`config.mk`:
```
export PLATFORM = sky130hd
export DESIGN_NAME = asi_arb
export DESIGN_NICKNAME = d
export VERILOG_FILES = /design/src/rtl/asi_arb.sv
export SDC_FILE = /design/constraint.sdc
export NUM_CORES = 1
export LEC_CHECK = 0
export CAP_MARGIN = 20
export CORE_AREA = 3 3 266 268
export CTS_BUF_LIST = sky130_fd_sc_hd__clkbuf_8
export CTS_CLUSTER_SIZE = 28
export DETAILED_ROUTE_END_ITERATION = 8
export DIE_AREA = 0 0 269 271
export HOLD_SLACK_MARGIN = 0.1
export PLACE_DENSITY_LB_ADDON = 0.2
export SYNTH_ARGS = -nofsm -noshare
export SYNTH_HDL_FRONTEND = slang
export SYNTH_SLANG_ARGS = --single-unit
```
`constraint.sdc`:
```
create_clock -name usr_clk -period 1.8 [get_ports usr_clk]
set_input_delay 0.36 -clock usr_clk [delete_from_list [all_inputs] [get_ports usr_clk]]
set_output_delay 0.36 -clock usr_clk [all_outputs]
set_load 0.01 [all_outputs]
```
`src/rtl/asi_arb.sv`:
```
// asi_arb: CH_N-channel burst arbiter that muxes one granted channel onto a RAM port
// and returns read data to the issuer. Define ASI_ARB_QOS_EN for priority-based selection.
module asi_arb #(
  parameter int CH_N   = 4,
  parameter int AW     = 32,
  parameter int DW     = 64,
  parameter int SLV_WS = 2,
  parameter int PRI_W  = 4
) (
  input  logic                    usr_clk,
  input  logic                    usr_reset_n,
  input  logic [CH_N-1:0]         req_v,
  input  logic [CH_N-1:0]         req_we,
  input  logic [CH_N*AW-1:0]      req_addr,
  input  logic [CH_N*DW-1:0]      req_wdata,
  input  logic [CH_N*DW/8-1:0]    req_wstrb,
  input  logic [CH_N-1:0]         req_beat,
  input  logic [CH_N-1:0]         req_last,
`ifdef ASI_ARB_QOS_EN
  input  logic [CH_N*PRI_W-1:0]   req_pri,
`endif
  output logic [CH_N-1:0]         gnt,
  output logic                    m_we,
  output logic                    m_re,
  output logic [AW-1:0]           m_addr,
  output logic [DW-1:0]           m_wdata,
  output logic [DW/8-1:0]         m_wstrb,
  input  logic [DW-1:0]           m_rdata,
  output logic [CH_N-1:0]         rsp_valid,
  output logic                    rsp_last,
  output logic [DW-1:0]           rsp_rdata,
  output logic                    busy
);

  localparam int PTR_W = (CH_N > 1) ? $clog2(CH_N) : 1;

  typedef enum logic {IDLE, GNT} state_t;

  state_t                 state_q;
  logic [CH_N-1:0]        gnt_q;
  logic [PTR_W-1:0]       ptr_q;
  logic [PTR_W-1:0]       gidx;
  logic                   beat_last;

  logic [CH_N*PRI_W-1:0]  pri_sel;
  logic [CH_N-1:0]        cand;
  logic [PTR_W-1:0]       sel_base;
  logic [PTR_W:0]         pos;
  logic [PTR_W-1:0]       idx;
  logic [PRI_W-1:0]       idx_pri;
  logic [PRI_W-1:0]       best_pri;
  logic                   win_found;
  logic [PTR_W-1:0]       win_idx;
  logic [CH_N-1:0]        win_oh;

  logic [CH_N-1:0]        ret_v_d;
  logic                   ret_l_d;
  logic                   dl_busy;

  // Without QoS every channel carries equal priority, which reduces to plain round-robin.
`ifdef ASI_ARB_QOS_EN
  assign pri_sel = req_pri;
`else
  assign pri_sel = '0;
`endif

  always_comb begin
    gidx = '0;
    for (int unsigned i = 0; i < CH_N; i++) begin
      if (gnt_q[i]) gidx = PTR_W'(i);
    end
  end

  // RAM port: OR-mux over the one-hot grant, zero unless the granted channel beats.
  always_comb begin
    m_we      = 1'b0;
    m_re      = 1'b0;
    m_addr    = '0;
    m_wdata   = '0;
    m_wstrb   = '0;
    beat_last = 1'b0;
    for (int unsigned i = 0; i < CH_N; i++) begin
      if (gnt_q[i] && req_beat[i]) begin
        m_we      = m_we | req_we[i];
        m_re      = m_re | ~req_we[i];
        m_addr    = m_addr | req_addr[i*AW +: AW];
        m_wdata   = m_wdata | req_wdata[i*DW +: DW];
        m_wstrb   = m_wstrb | req_wstrb[i*(DW/8) +: DW/8];
        beat_last = beat_last | req_last[i];
      end
    end
  end

  // At burst end the pointer becomes g, so the scan base is g and g itself is masked out.
  always_comb begin
    cand      = (state_q == GNT) ? (req_v & ~gnt_q) : req_v;
    sel_base  = (state_q == GNT) ? gidx : ptr_q;
    win_found = 1'b0;
    win_idx   = '0;
    best_pri  = '0;
    pos       = '0;
    idx       = '0;
    idx_pri   = '0;
    for (int unsigned k = 1; k <= CH_N; k++) begin
      pos = {1'b0, sel_base} + (PTR_W+1)'(k);
      if (pos >= (PTR_W+1)'(CH_N)) pos = pos - (PTR_W+1)'(CH_N);
      idx     = pos[PTR_W-1:0];
      idx_pri = pri_sel[idx*PRI_W +: PRI_W];
      if (cand[idx] && (!win_found || idx_pri > best_pri)) begin
        win_found = 1'b1;
        win_idx   = idx;
        best_pri  = idx_pri;
      end
    end
    win_oh = win_found ? (CH_N'(1) << win_idx) : '0;
  end

  always_ff @(posedge usr_clk or negedge usr_reset_n) begin
    if (!usr_reset_n) begin
      state_q <= IDLE;
      gnt_q   <= '0;
      ptr_q   <= PTR_W'(CH_N - 1);
    end else begin
      case (state_q)
        IDLE: begin
          if (|req_v) begin
            gnt_q   <= win_oh;
            state_q <= GNT;
          end
        end
        GNT: begin
          if (beat_last) begin
            ptr_q <= gidx;
            if (win_found) begin
              gnt_q <= win_oh;
            end else begin
              gnt_q   <= '0;
              state_q <= IDLE;
            end
          end
        end
        default: begin
          gnt_q   <= '0;
          state_q <= IDLE;
        end
      endcase
    end
  end

  assign ret_v_d = gnt_q & {CH_N{m_re}};
  assign ret_l_d = m_re & beat_last;

  generate
    if (SLV_WS == 0) begin : g_ret_comb
      assign rsp_valid = ret_v_d;
      assign rsp_last  = ret_l_d;
      assign dl_busy   = 1'b0;
    end else begin : g_ret_dl
      logic [CH_N-1:0] v_q [SLV_WS];
      logic            l_q [SLV_WS];

      always_ff @(posedge usr_clk or negedge usr_reset_n) begin
        if (!usr_reset_n) begin
          for (int unsigned s = 0; s < SLV_WS; s++) begin
            v_q[s] <= '0;
            l_q[s] <= 1'b0;
          end
        end else begin
          v_q[0] <= ret_v_d;
          l_q[0] <= ret_l_d;
          for (int unsigned s = 1; s < SLV_WS; s++) begin
            v_q[s] <= v_q[s-1];
            l_q[s] <= l_q[s-1];
          end
        end
      end

      always_comb begin
        dl_busy = 1'b0;
        for (int unsigned s = 0; s < SLV_WS; s++) begin
          dl_busy = dl_busy | (|v_q[s]);
        end
      end

      assign rsp_valid = v_q[SLV_WS-1];
      assign rsp_last  = l_q[SLV_WS-1];
    end
  endgenerate

  assign gnt       = gnt_q;
  assign rsp_rdata = m_rdata;
  assign busy      = (state_q == GNT) | dl_busy;

endmodule

```
==> impl_metrics.yaml <==
status:
  outcome: "complete, but fails checks"
  violations: "setup timing"
global_routing:
  grt_pass1_vias: 7598
  grt_pass1_wl_um: 61670
  grt_use_total_pct: 12.28
  grt_max_degree: 18
  grt_overflow: 0
  antenna_found_initial: 18
finish:
  multi_input_area_um2: 3575
  final_cells: 2080
  nFillCells: 7642
  final_util_pct: 18.86
  num-nets-final: 1645
  syn2layout_area_growth_pct: 263.8
  final-seq-area_um2: 429.2
  drive_gt1_share_pct: 47.21
yosys:
  yosysTopAreaCell: "a22oi_1"
  yosys-top-cells-area: "a22oi_1 45%, buf_4 14%, nand2_1 12%"
  synth-seq-area-share_pct: 12.03
  yosysWarnings: 0
  syn_area_um2: 3556
  synth_fp_nets: 1017
  async_flop_share_pct: 100.0
  synth_ff_type: "dfrtp_1"
  synth_edf_count: 0
  ys_types: 40
  syn-mean-instance-area_um2: 6.851
  ys_ff_latch: 17
  yosys.area.top_type_share_pct: 44.97
  syn_inst: 519
route:
  dr.max_layer_used: "met5"
  wl_met2_um: 22980
  wl_met3_um: 5438
  first_iter_violations: 155
  vias: 6958
  vias_per_cell: 3.345
  drtPass1Iterations: 4
  wl_met1_um: 17550
  ant_nets: 0
  wl_um: 47420
  drc: 0
  wl_per_cell_um: 22.80
min_path:
  hp-class: "reg2reg"
power_and_ir_drop:
  irDropWorstVdd_mv: 0.2157
  p_total_uw: 8923
  p_per_area_nw_per_um2: 689.8
  p_leak_uw: 0.005041
timing:
  maxSlewHeadroom_pct: 76.04
  fmax_mhz: 459.3
  rsz0062_at_grt: "true"
  setup_violations: 113
  slew_viol_final: 0
  fin_crit_ps: 2177
  hold_viol_final: 0
  finalClockSkew_ps: 7.152
  tns_ps: -25890
  tightest_slew_ps: 358.7
  fin_ws_ps: -377.2
  min_period_over_period_pct: 121.0
floorplanning:
  die_h_um: 271
  die_w_um: 269
  start_util_pct: 5.185
  pin_count: 678
  die_area_um2: 72900
  rows: 96
  coreArea_um2: 68590
placement:
  port_buffers: 549
  dp_hpwl_um: 36440
  place_ws_ps: -890.0
  place_inst: 1990
  place_congestion: 0.8250
worst_setup_path:
  critPathKind: "reg2out"
  crit_fanout: 6
  crit_path_cell_trace: "and2_4 > buf_12 > buf_12 > buf_12 > buf_12 > a22oi_2 > nand2_1 > buf_2"
  worstPathArrival_ps: 1820
  cp_slowest_cell: "dfrtp_1"
  cpPeakStageDelay_ps: 420
  crit_required_ps: 1440
  startpoint_type: "register"
  cpMostUsedCell: "buf_12"
  cp-end-kind: "output port"
clock_tree:
  ctsHtreeMaxLevel: 1
  clk_latency_ps: 260
  cts_made_buffers: 3
  cts_sinks: 17
  clockRootBuffer: "clkbuf_8"
  cts_tree: "done"
  clockBufferDepth: 2
  cts.clk_slew.worst_paths_ps: 70
  hold_buffers: 0
flow_run:
  cap_violations: 0
[final cells by class]
cell class                 instances  area share, %
antenna                            3        0.05804
clock buffer                       3         0.3192
inverter                           6         0.1741
timing repair buffer             740          59.45
multi-input combinational        379          27.64
sequential                        17          3.318
tap                              931          9.006
clock inverter                     1        0.03869
[through the flow]
| step | instance area, um^2 | hold slack [ps] |
|---|---|---|
| 2_1_floorplan | 3577 | 64.41 |
| 3_3_place_gp | 10550 | 335.2 |
| 3_5_place_dp | 10550 | 336.4 |
| 4_1_cts | 12620 | 350.7 |
| 5_1_grt | 12930 | 351.6 |
| 6_report | 12930 | 348.0 |
[sequential cells by signal (all words and copies together) (netlist names)]
name,cells
g_ret_dl.l_q,1
rsp_valid,4
ptr_q,2
state_q,1
g_ret_dl.v_q,4
rsp_last,1
gnt,4
[layout by cell type (no fill, tap or decap), drive strengths merged, types with 3 or more instances in the layout]
cell and instances:
a21boi 3, a22oi 213, and2 10, buf 296, clkbuf 4, clkdlybuf4s50 435, dfrtp 15, diode 3
dlygate4sd2 6, inv 6, nand2 114, nor2 4, o21ai 3, o31ai 4
[cell usage after synthesis (3+ instances only)]
| library cell | count |
|---|---|
| a22oi_1 | 213 |
| nand2_1 | 114 |
| buf_4 | 68 |
| clkbuf_1 | 34 |
| dfrtp_1 | 15 |
| buf_1 | 11 |
| and2_1 | 9 |
| inv_1 | 6 |
| buf_2 | 4 |
| nor2_1 | 4 |
| o21ai_0 | 3 |
[layer usage]
layer | vias up | global-route usage, %
met4 | 18 | 3.040
met2 | 437 | 21.69
met3 | 54 | 5.620
li1 | 3200 | -
met5 | - | 0.2703
met1 | 3249 | 13.20
[worst max-delay path, delay by kind of cell, from the launching register on]
family                 cells  cell delay, ps
buffers and inverters      5             690
flip-flops                 1             420
AND/OR/NAND/NOR            2             290
AO/OA/AOI/OAI              1             140
[where the power goes]
part	leakage [uW]	internal, uW	switching [uW]
clock network	0.0000255	154	133
logic	0.00480	4520	3590
registers	0.000220	479	53.6
total	0.00504	5150	3770
[logic make-up after synthesis]
family                 Yosys count  share of synthesized area (%)
AOI/OAI and AO/OA              234                          49.79
buffers and inverters          123                          20.30
DFF                             17                          12.03
muxes                            2                         0.6333
and+or+nand+nor                143                          17.24
[worst paths after layout]
| kind | start | endpoint | slack [ps] | depth (start not counted) |
|---|---|---|---|---|
| max | gnt[2] | m_wdata[9] | -380 | 8 |
| min reg2reg | g_ret_dl.l_q[1] | rsp_last | 350 | 0 |
| min | g_ret_dl.l_q[1] | rsp_last | 350 | 0 |
| min in group asynchronous | usr_reset_n | g_ret_dl.v_q[6] | 430 | 2 |
| max reg2reg | gnt[2] | gnt[2] | -280 | 8 |
| max in group asynchronous | usr_reset_n | ptr_q[0] | 1120 | 2 |
[repair_timing]
item / 4_1_cts / 5_1_grt
setup endpoints to repair: 117 / 117
cloned: 17 / 0
pin swaps: 164 / 109
resized for setup: 753 / 102
setup buffers: 72 / 13
No activity file was read; power rests on OpenSTA's default activity.
